### config.mk
export PLATFORM = sky130hd
export DESIGN_NAME = nibble_add_seq_flat
export DESIGN_NICKNAME = d
export VERILOG_FILES = /design/src/rtl/nibble_add_seq_if.sv /design/src/rtl/nibble_add_seq.sv /design/src/flat_wrapper.sv
export SDC_FILE = /design/constraint.sdc
export NUM_CORES = 1
export LEC_CHECK = 0
export CORE_ASPECT_RATIO = 1.4
export CORE_MARGIN = 2
export CORE_UTILIZATION = 51
export CTS_BUF_LIST = sky130_fd_sc_hd__clkbuf_16
export CTS_CLUSTER_DIAMETER = 30
export DETAILED_ROUTE_END_ITERATION = 16
export GPL_ROUTABILITY_DRIVEN = 0
export PLACE_DENSITY = 0.8
export SLEW_MARGIN = 20
export SYNTH_ARGS = -nofsm -noshare
export SYNTH_HDL_FRONTEND = slang
export SYNTH_SLANG_ARGS = --single-unit
### constraint.sdc
create_clock -name clk -period 2.7 [get_ports clk]
set_clock_uncertainty 0.1 [all_clocks]
set_input_delay 0.27 -clock clk [delete_from_list [all_inputs] [get_ports clk]]
set_output_delay 0.27 -clock clk [all_outputs]
set_load 0.03 [all_outputs]
### src/rtl/nibble_add_seq_if.sv
// Request/result and external 4-bit CPA signals for nibble_add_seq.
// The slave modport is the sequencer; the master modport is its requester plus the CPA.
interface nibble_add_seq_if;
  localparam int unsigned W  = 16;
  localparam int unsigned NW = 4;

  logic          start;
  logic          sub;
  logic [W-1:0]  a;
  logic [W-1:0]  b;
  logic          cin;
  logic [NW-1:0] cpa_a;
  logic [NW-1:0] cpa_b;
  logic          cpa_cin;
  logic [NW-1:0] cpa_s;
  logic          cpa_cout;
  logic          busy;
  logic          done;
  logic [W-1:0]  sum;
  logic          cout;
  logic          ovf;

  modport slave (
    input  start, sub, a, b, cin, cpa_s, cpa_cout,
    output cpa_a, cpa_b, cpa_cin, busy, done, sum, cout, ovf
  );

  modport master (
    output start, sub, a, b, cin, cpa_s, cpa_cout,
    input  cpa_a, cpa_b, cpa_cin, busy, done, sum, cout, ovf
  );
endinterface

### src/rtl/nibble_add_seq.sv
// 16-bit add/subtract sequenced LSB-first through an external 4-bit carry-propagate adder.
// All outputs, including the CPA operand drive, are registered.
module nibble_add_seq (
  input  logic            clk,
  input  logic            rst,
  nibble_add_seq_if.slave bus
);
  localparam int unsigned W  = 16;
  localparam int unsigned NW = 4;

  typedef enum logic [1:0] {IDLE, ADD, DONE} state_t;

  state_t        state;
  logic [1:0]    idx;
  logic [W-1:0]  a_reg;
  logic [W-1:0]  b_eff;
  logic [W-1:0]  acc;
  logic          carry;

  logic          accept_c;
  logic [W-1:0]  b_in_c;
  logic          carry_in_c;
  logic [1:0]    idx_nxt_c;
  logic [W-1:0]  sum_new_c;

  // Subtraction is a + ~b + 1, so the inversion and forced carry happen at capture time.
  assign accept_c   = bus.start && (state == IDLE || state == DONE);
  assign b_in_c     = bus.sub ? ~bus.b : bus.b;
  assign carry_in_c = bus.sub ? 1'b1 : bus.cin;
  assign idx_nxt_c  = idx + 2'd1;
  assign sum_new_c  = {bus.cpa_s, acc[W-NW-1:0]};

  always_ff @(posedge clk) begin
    if (rst) begin
      state       <= IDLE;
      idx         <= 2'd0;
      a_reg       <= '0;
      b_eff       <= '0;
      acc         <= '0;
      carry       <= 1'b0;
      bus.cpa_a   <= '0;
      bus.cpa_b   <= '0;
      bus.cpa_cin <= 1'b0;
      bus.busy    <= 1'b0;
      bus.done    <= 1'b0;
      bus.sum     <= '0;
      bus.cout    <= 1'b0;
      bus.ovf     <= 1'b0;
    end else begin
      case (state)
        IDLE, DONE: begin
          bus.done <= 1'b0;
          if (accept_c) begin
            state       <= ADD;
            idx         <= 2'd0;
            a_reg       <= bus.a;
            b_eff       <= b_in_c;
            carry       <= carry_in_c;
            bus.busy    <= 1'b1;
            bus.cpa_a   <= bus.a[NW-1:0];
            bus.cpa_b   <= b_in_c[NW-1:0];
            bus.cpa_cin <= carry_in_c;
          end else begin
            state    <= IDLE;
            bus.busy <= 1'b0;
          end
        end

        ADD: begin
          acc[{idx, 2'b00} +: NW] <= bus.cpa_s;
          carry                   <= bus.cpa_cout;
          idx                     <= idx_nxt_c;
          if (idx == 2'd3) begin
            // Last nibble: publish the whole result at once and release the CPA.
            state       <= DONE;
            bus.busy    <= 1'b0;
            bus.done    <= 1'b1;
            bus.sum     <= sum_new_c;
            bus.cout    <= bus.cpa_cout;
            bus.ovf     <= (a_reg[W-1] == b_eff[W-1]) && (sum_new_c[W-1] != a_reg[W-1]);
            bus.cpa_a   <= '0;
            bus.cpa_b   <= '0;
            bus.cpa_cin <= 1'b0;
          end else begin
            bus.cpa_a   <= a_reg[{idx_nxt_c, 2'b00} +: NW];
            bus.cpa_b   <= b_eff[{idx_nxt_c, 2'b00} +: NW];
            bus.cpa_cin <= bus.cpa_cout;
          end
        end

        default: begin
          state       <= IDLE;
          bus.busy    <= 1'b0;
          bus.done    <= 1'b0;
          bus.cpa_a   <= '0;
          bus.cpa_b   <= '0;
          bus.cpa_cin <= 1'b0;
        end
      endcase
    end
  end
endmodule

### src/flat_wrapper.sv
// flat-port wrapper written by rule: the top's interface ports become plain ports
module nibble_add_seq_flat 
  (clk, rst, bus_start, bus_sub, bus_a, bus_b, bus_cin, bus_cpa_s, bus_cpa_cout, bus_cpa_a, bus_cpa_b, bus_cpa_cin, bus_busy, bus_done, bus_sum, bus_cout, bus_ovf);
  nibble_add_seq_if bus_i ();
  input  logic clk;
  input  logic rst;
  input wire logic [$bits(bus_i.start)-1:0] bus_start;
  input wire logic [$bits(bus_i.sub)-1:0] bus_sub;
  input wire logic [$bits(bus_i.a)-1:0] bus_a;
  input wire logic [$bits(bus_i.b)-1:0] bus_b;
  input wire logic [$bits(bus_i.cin)-1:0] bus_cin;
  input wire logic [$bits(bus_i.cpa_s)-1:0] bus_cpa_s;
  input wire logic [$bits(bus_i.cpa_cout)-1:0] bus_cpa_cout;
  output wire logic [$bits(bus_i.cpa_a)-1:0] bus_cpa_a;
  output wire logic [$bits(bus_i.cpa_b)-1:0] bus_cpa_b;
  output wire logic [$bits(bus_i.cpa_cin)-1:0] bus_cpa_cin;
  output wire logic [$bits(bus_i.busy)-1:0] bus_busy;
  output wire logic [$bits(bus_i.done)-1:0] bus_done;
  output wire logic [$bits(bus_i.sum)-1:0] bus_sum;
  output wire logic [$bits(bus_i.cout)-1:0] bus_cout;
  output wire logic [$bits(bus_i.ovf)-1:0] bus_ovf;
  assign bus_i.start = bus_start;
  assign bus_i.sub = bus_sub;
  assign bus_i.a = bus_a;
  assign bus_i.b = bus_b;
  assign bus_i.cin = bus_cin;
  assign bus_i.cpa_s = bus_cpa_s;
  assign bus_i.cpa_cout = bus_cpa_cout;
  assign bus_cpa_a = bus_i.cpa_a;
  assign bus_cpa_b = bus_i.cpa_b;
  assign bus_cpa_cin = bus_i.cpa_cin;
  assign bus_busy = bus_i.busy;
  assign bus_done = bus_i.done;
  assign bus_sum = bus_i.sum;
  assign bus_cout = bus_i.cout;
  assign bus_ovf = bus_i.ovf;
  nibble_add_seq u_core (.clk(clk), .rst(rst), .bus(bus_i));
endmodule
# Word level (Yosys, flattened, before mapping)
# Cells that the tools add are included.
[word_totals]
regBits = 81
inputBits = 42
wordCells = 58
[classes]
addsub = 2
n_eq_ne = 7
shifts = 4
n_mux = 20
bitwise_logic = 2
reduce_logical = 10
[op_table]
columns = ["cell", "count"]
rows = [
  ["$shiftx A16 B5 Y4", 2],
  ["$bwmux W16", 1],
  ["$mux W16", 1],
  ["$mux W4", 4],
  ["$not A16 Y16", 1],
  ["$pmux W4 S2", 2],
  ["$shift A4 B6 Y16 const A", 1],
  ["$shiftx A4 B6 Y16", 1],
  ["$pmux W2 S2", 2],
  ["$mux W1", 6],
  ["$neg A4 Y6", 1],
  ["$reduce_and A2 Y1", 3],
  ["$eq A2 B2 Y1 const B", 2],
  ["$mux W2", 2],
  ["$ne A2 B1 Y1 const B", 2],
  ["$pmux W1 S2", 2],
  ["$reduce_or A2 Y1", 2],
  ["$add A2 B1 Y2 const B", 1],
  ["$eq A2 B1 Y1 const B", 1],
  ["$logic_and A1 B1 Y1", 2],
  ["$logic_not A2 Y1", 1],
  ["$reduce_bool A2 Y1", 1],
  ["$eq A1 B1 Y1", 1],
  ["$logic_or A1 B1 Y1", 1],
  ["other kinds (2)", 2],
]

# Longest topological paths before layout
# Gate-level depths: netlist of run 1.
[logic_depth]
ltp_word = 5
ltp_mapped = 7
ltp_nobuf = 6

# Worst setup path after synthesis of run 1
# Ideal clock, no wire load.
[synth_timing]
kind = "register to register"
start = "register u_core.idx[0]"
end = "register u_core.bus.cpa_b[3]"
setup_ns = 0.128
t_arrival_ns = 1.791
t_required_ns = 2.472
path_slack_ns = 0.680
path_stages_with_launch = 8
path_buffers = 2
synth_period_minus_slack_ns = 2.020
cell_sequence = "dfxtp_1 -> buf_6 -> inv_2 -> ha_1 -> buf_4 -> mux4_2 -> clkinv_1 -> o22ai_2"
[synth_via]
elab_chain_len = 4
word_cells_on_any_way = 5
[synth_rtl]
columns = ["item", "line_no", "text"]
rows = [
  ["start: declaration", "nibble_add_seq.sv:14", "logic [1:0] idx;"],
  ["start signal: assignment", "nibble_add_seq.sv:72", "idx <= idx_nxt_c;"],
  ["$add A2 B1 Y2", "nibble_add_seq.sv:30", "assign idx_nxt_c = idx + 2'd1;"],
  ["$shiftx A16 B5 Y4", "nibble_add_seq.sv:86", "bus.cpa_b <= b_eff[{idx_nxt_c, 2'b00} +: NW];"],
  ["$mux W4 *", "nibble_add_seq.sv:73", "if (idx == 2'd3) begin"],
  ["$pmux W4 S2 *", "nibble_add_seq.sv:50", "case (state)"],
  ["end signal: assignment", "nibble_add_seq.sv:61", "bus.cpa_b <= b_in_c[NW-1:0];"],
  ["end signal: assignment", "nibble_add_seq.sv:86", ""],
  ["end: declaration", "nibble_add_seq_if.sv:25", "output cpa_a, cpa_b, cpa_cin, busy, done, sum, cout, ovf"],
]
# Mark *: on every way between the ends. The rest lies on a longest branch, timed or not.
# A chain may end at the register's enable or synchronous reset.

# Final worst setup path of run 1
[layout_timing]
start = "register u_core.idx[1]"
end = "register u_core.acc[7]"
[layout_via]
elab_chain_len = 3
word_cells_on_any_way = 4
[layout_rtl]
columns = ["item", "line_no", "text"]
rows = [
  ["$neg A4 Y6 *", "nibble_add_seq.sv:70", "acc[{idx, 2'b00} +: NW] <= bus.cpa_s;"],
  ["$shiftx A4 B6 Y16 or $shift A4 B6 Y16 (tied branches)", "nibble_add_seq.sv:70", ""],
  ["$bwmux W16 *", "nibble_add_seq.sv:70", ""],
  ["end signal: indexed assignment", "nibble_add_seq.sv:70", ""],
  ["end: declaration", "nibble_add_seq.sv:17", "logic [W-1:0] acc;"],
]
# Marked as above.

==> results of run 1 <==
==> where the power goes <==
group          internal [mW]  total [mW]  switching (mW)  leakage [nW]
Sequential              1.19        1.23          0.0387         0.629
Clock                  0.795        1.23           0.438         0.155
Combinational          0.192       0.401           0.208         0.805
Total                   2.18        2.87           0.685          1.59
==> cells in the mapped netlist, types with 5 or more instances <==
cell type | n | area share
clkinv_1 | 6 | 0.0066
clkbuf_1 | 8 | 0.0088
ha_1 | 5 | 0.018
o22ai_2 | 8 | 0.029
a21oi_1 | 37 | 0.054
mux4_2 | 8 | 0.053
a211oi_2 | 10 | 0.037
dfxtp_1 | 77 | 0.45
nor2_1 | 35 | 0.039
buf_6 | 5 | 0.017
a22oi_1 | 11 | 0.024
a211oi_1 | 7 | 0.015
buf_2 | 6 | 0.0088
nand2_1 | 72 | 0.079
xnor2_1 | 17 | 0.044
buf_4 | 7 | 0.015
==> worst register-to-register path, cell delays in order (launching register included) <==
cell and delay, ns:
dfxtp_1 0.37, inv_1 0.09, ha_1 0.67, buf_4 0.23
nand2b_1 0.13, nor3_4 0.25, a32oi_1 0.13, nor2_1 0.09
==> layout make-up <==
class,count,area [um^2]
Sequential cell,77,1540
Fill cell,504,2130
Clock inverter,7,81.3
Multi-Input combinational cell,244,1650
Tap cell,74,92.6
Timing Repair Buffer,80,771
Inverter,11,41.3
Clock buffer,9,225
==> worst max path at each step <==
stage                                       end  slack [ns]  cells after the start
3_5_place_dp         u_core.acc[7]$_SDFFE_PP0P_        0.54                      7
4_1_cts              u_core.acc[7]$_SDFFE_PP0P_        0.53                      7
3_3_place_gp         u_core.acc[7]$_SDFFE_PP0P_        0.64                      7
6_report             u_core.acc[7]$_SDFFE_PP0P_        0.56                      7
5_1_grt              u_core.acc[8]$_SDFFE_PP0P_        0.36                      7
2_1_floorplan  u_core.bus.cpa_b[3]$_SDFFE_PP0P_        0.68                      7
==> cell families (layout without fill, tap and decap cells) <==
kind of cell / Yosys count / after routing / share of synthesized area
simple gates: 129 / 129 / 0.182
flops: 77 / 77 / 0.453
mux: 12 / 12 / 0.0647
fa+ha+maj: 5 / 5 / 0.0184
compound gates: 81 / 81 / 0.175
buf+inv: 38 / 107 / 0.0633
xor+xnor: 17 / 17 / 0.0438
==> per-layer routing <==
layer  track usage  vias to the layer above
li1              -                     1352
met1         0.235                     1288
met2         0.375                      104
met3        0.0470                       17
met4         0.104                        0
met5             0                        -
==> stage by stage <==
stage | std cells | cell area, um^2 | utilization
2_1_floorplan | 359 | 3400 | -
4_1_cts | 502 | 4400 | 0.674
5_1_grt | 502 | 4400 | 0.674
3_3_place_gp | 486 | 4090 | 0.627
3_5_place_dp | 486 | 4090 | 0.627
6_report | 502 | 4400 | 0.674
==> impl_metrics.ini, run 1 <==
[finish]
area_delta_synth_final_pct = 29.3
drive_above_1_share = 0.143
mostFrequentLayoutCell = dfxtp_1
diodes = 0
layout_common_cells = 77 x dfxtp_1, 72 x nand2_1, 69 x clkdlybuf4s50_1, 37 x a21oi_1, 35 x nor2_1
nNetsFinal = 470

[worst_setup_path]
crit_required_ns = 2.87
crit_slowest_cell = ha_1
path_delay_family = adder cells
cp_slowest_stage_delay_ns = 0.67
worstReg2RegStart = u_core.idx[1]$_SDFFE_PP0P_
cp_max_fo = 10
rr_worst_depth = 7
cp-start-kind = flop
reg2reg_setup_slack_ns = 0.56
path_cells = inv_1 > ha_1 > buf_4 > nand2b_1 > nor3_4 > a32oi_1 > nor2_1
cp-startpoint = u_core.idx[1]$_SDFFE_PP0P_
r2r-end = u_core.acc[7]$_SDFFE_PP0P_
cp.arrival_ns = 2.31
worstSetupEndpointType = flop
critical_path_class = flop to flop
cp.buffers_inverters = 2

[global_route]
antenna_found_initial = 0
first_global_vias = 2619
grt_use_total = 0.212
overflow = 0
grt_max_degree = 29
grt_first_pass_wirelength_um = 11800

[detailed_routing]
met3_length_um = 384
drt_wl_total_um = 7490
wl_per_cell_um = 14.9
wl_met2_um = 4070
drc = 0
wl_met1_um = 2850
top_layer_used = met4
antenna_left = 0
drt-initial-drc-count = 121
vias_per_cell = 5.50
first_pass_iters = 4
vias = 2761

[clock_network]
htreeDepth = 3
clk_latency_ns = 0.33
cts_sinks = 77
clockBufferDepth = 2
cts_resized = 0
cts_tree = done
cts_buffers = 9
cts_root_buf = clkbuf_16
cts.clk_slew.worst_paths_ns = 0.06
ctsHoldBuffers = 0
post_cts_buffers = 0

[min_path]
hold_class = input port to flop
hold_end = u_core.acc[10]$_SDFFE_PP0P_
min_path_cells = 2
hold_start = rst

[timing]
hold_viol = 0
tightest_slew_ns = 0.590
setup_viol = 0
finalMaxSlewViolations = 0
period_needed_ns = 2.14
max_freq_ghz = 0.468
fin_hold_ws_ns = 0.304
rsz0062_at_grt = false
fin_ws_ns = 0.561
fin_tns_setup_ns = 0
timing.final.crit_share = 0.792
relSlewSlack = 0.606

[placement]
preCtsSetupSlack_ns = 0.536
dp_hpwl_um = 5150
io_buffer_count = 70

[pwr]
p_leak_nw = 1.59
powerDensity_mw_per_mm2 = 652
p_total_mw = 2.87
peakVddDrop_mv = 0.430

[die]
ios = 71
die_height_um = 101
rows = 35
die_area_mm2 = 0.00735
coreArea_mm2 = 0.00653
die_x_um = 73.0
start_util = 0.521

[synth]
postSynthAreaPerCell_um2 = 9.48
seq_area_frac_synth = 0.453
syn-num-nets = 406
synthDistinctLibCells = 41
synth_seq_cells = 77
ys.flop_type = dfxtp_1
postSynth.asyncResetShare = 0
synth_area_mm2 = 0.00340
yosysWarningCount = 0
synth_edf_count = 0
netlist_instances = 359

[job]
max_cap_violations = 0

[outcome]
status = finished clean
(Power assumes the default switching activity.)
==> run 2: changes to the inputs <==
Clock period 2.7 ns to 2.1 ns, I/O delays scaled along.
==> run 2 against run 1 <==
  * Largest power group is now the clock network
  * Power is 34% higher
  * Largest cell class unchanged
  * Critical endpoint is now u_core.bus.cpa_a[1]$_SDFFE_PP0P_
  * Cell area rose by 2.2%
  * Combinational power grew 32%
==> impl_metrics.ini, run 2 (synthesis gave the netlist of run 1 again) <==
[worst_setup_path]
crit_slowest_cell = mux4_2
cp-start-kind = flop
cp_slowest_stage_delay_ns = 0.50
cp.buffers_inverters = 3
path_delay_family = multiplexers
cp.arrival_ns = 2.04
path_cells = inv_1 > ha_1 > buf_12 > mux4_2 > clkinv_1 > o22ai_2
cp_max_fo = 9
critical_path_class = flop to flop
crit_required_ns = 2.20
worstSetupEndpointType = flop

[pwr]
intPower_mw = 2.95
p_clk_frac = 0.451
switching_share = 0.232
p_leak_nw = 1.63
powerDensity_mw_per_mm2 = 855
p_total_mw = 3.84
peakVddDrop_mv = 0.748
power_frac_comb = 0.138
p_sw_mw = 0.890
power_frac_seq = 0.411

[global_route]
first_global_vias = 2669
grt_use_total = 0.214
grt_first_pass_wirelength_um = 12000
antenna_found_initial = 0
grt_max_degree = 39
overflow = 0

[detailed_routing]
vias = 2713
top_layer_used = met4
wl_met1_um = 2860
antenna_left = 0
met3_length_um = 273
wl_per_cell_um = 14.1
drt-initial-drc-count = 105
wl_met2_um = 3920
first_pass_iters = 7
vias_per_cell = 5.35
drc = 0
drt_wl_total_um = 7150

[timing]
setup_viol = 0
fin_tns_setup_ns = 0
relSlewSlack = 0.661
timing.final.crit_share = 0.923
period_needed_ns = 1.94
rsz0062_at_grt = false
finalMaxSlewViolations = 0
tightest_slew_ns = 0.506
max_freq_ghz = 0.516
hold_viol = 0
fin_ws_ns = 0.162

[job]
max_cap_violations = 0

[die]
rows = 35
ios = 71
start_util = 0.521
die_height_um = 101
die_area_mm2 = 0.00735
coreArea_mm2 = 0.00653
die_x_um = 73.0

[clock_network]
htreeDepth = 3
clockBufferDepth = 2
cts_root_buf = clkbuf_16
post_cts_buffers = 0
cts.clk_slew.worst_paths_ns = 0.06
cts_resized = 0
cts_buffers = 9
clk_latency_ns = 0.33
ctsHoldBuffers = 0
cts_tree = done
cts_sinks = 77

[placement]
placed_cells = 491
io_buffer_count = 70
dp_hpwl_um = 5060
preCtsSetupSlack_ns = 0.178
post_dp_cell_area_mm2 = 0.00415

[finish]
stdcell_count = 507
fin_area_mm2 = 0.00449
diodes = 0
area_delta_synth_final_pct = 32.1
nNetsFinal = 475
drive_above_1_share = 0.157
layout_common_cells = 77 x dfxtp_1, 72 x nand2_1, 69 x clkdlybuf4s50_1, 37 x a21oi_1, 35 x nor2_1
mostFrequentLayoutCell = dfxtp_1

[outcome]
status = finished clean

[min_path]
hold_class = input port to flop
run 2: final cells by class:
class | count | area, um^2
well taps | 74 | 92.6
multi-input cells | 244 | 1650
fillers | 507 | 2030
clock buffers | 9 | 225
repair buffers | 85 | 833
flip-flops and latches | 77 | 1540
inverters | 11 | 41.3
clock inverters | 7 | 115
run 2: worst min-delay path: stages:
cell and delay, ns:
buf_2 0.13, buf_4 0.23, nor2_1 0.12
run 2: final timing paths:
check | from | to | slack, ns | cells after the start
max | u_core.idx[1]$_SDFFE_PP0P_ | u_core.bus.cpa_a[1]$_SDFFE_PP0P_ | 0.16 | 6
min | rst | u_core.bus.cpa_cin$_SDFFE_PP0P_ | 0.30 | 3
max reg2reg | u_core.idx[1]$_SDFFE_PP0P_ | u_core.bus.cpa_a[1]$_SDFFE_PP0P_ | 0.16 | 6
min reg2reg | u_core.bus.sum[14]$_SDFFE_PP0P_ | u_core.bus.sum[14]$_SDFFE_PP0P_ | 0.35 | 2
run 2: per-stage QoR:
stage | hold WS [ns] | util
global placement | 0.339 | 0.637
floorplan | 0.246 | -
global route | 0.311 | 0.689
CTS | 0.295 | 0.689
detailed placement | 0.347 | 0.637
finish | 0.301 | 0.689
run 2: power groups by stage:
stage	Clock, mW	Combinational, mW	Sequential [mW]
2_1_floorplan	0	0.323	1.63
3_5_place_dp	0	0.532	1.61
3_3_place_gp	0	0.522	1.61
5_1_grt	1.82	0.579	1.58
6_report	1.73	0.531	1.58
4_1_cts	1.75	0.536	1.58
run 2: metal layers:
metal	global-route usage	vias to the layer above
li1	-	1357
met1	0.231	1275
met2	0.387	71
met3	0.0410	10
met4	0.110	0
met5	0	-
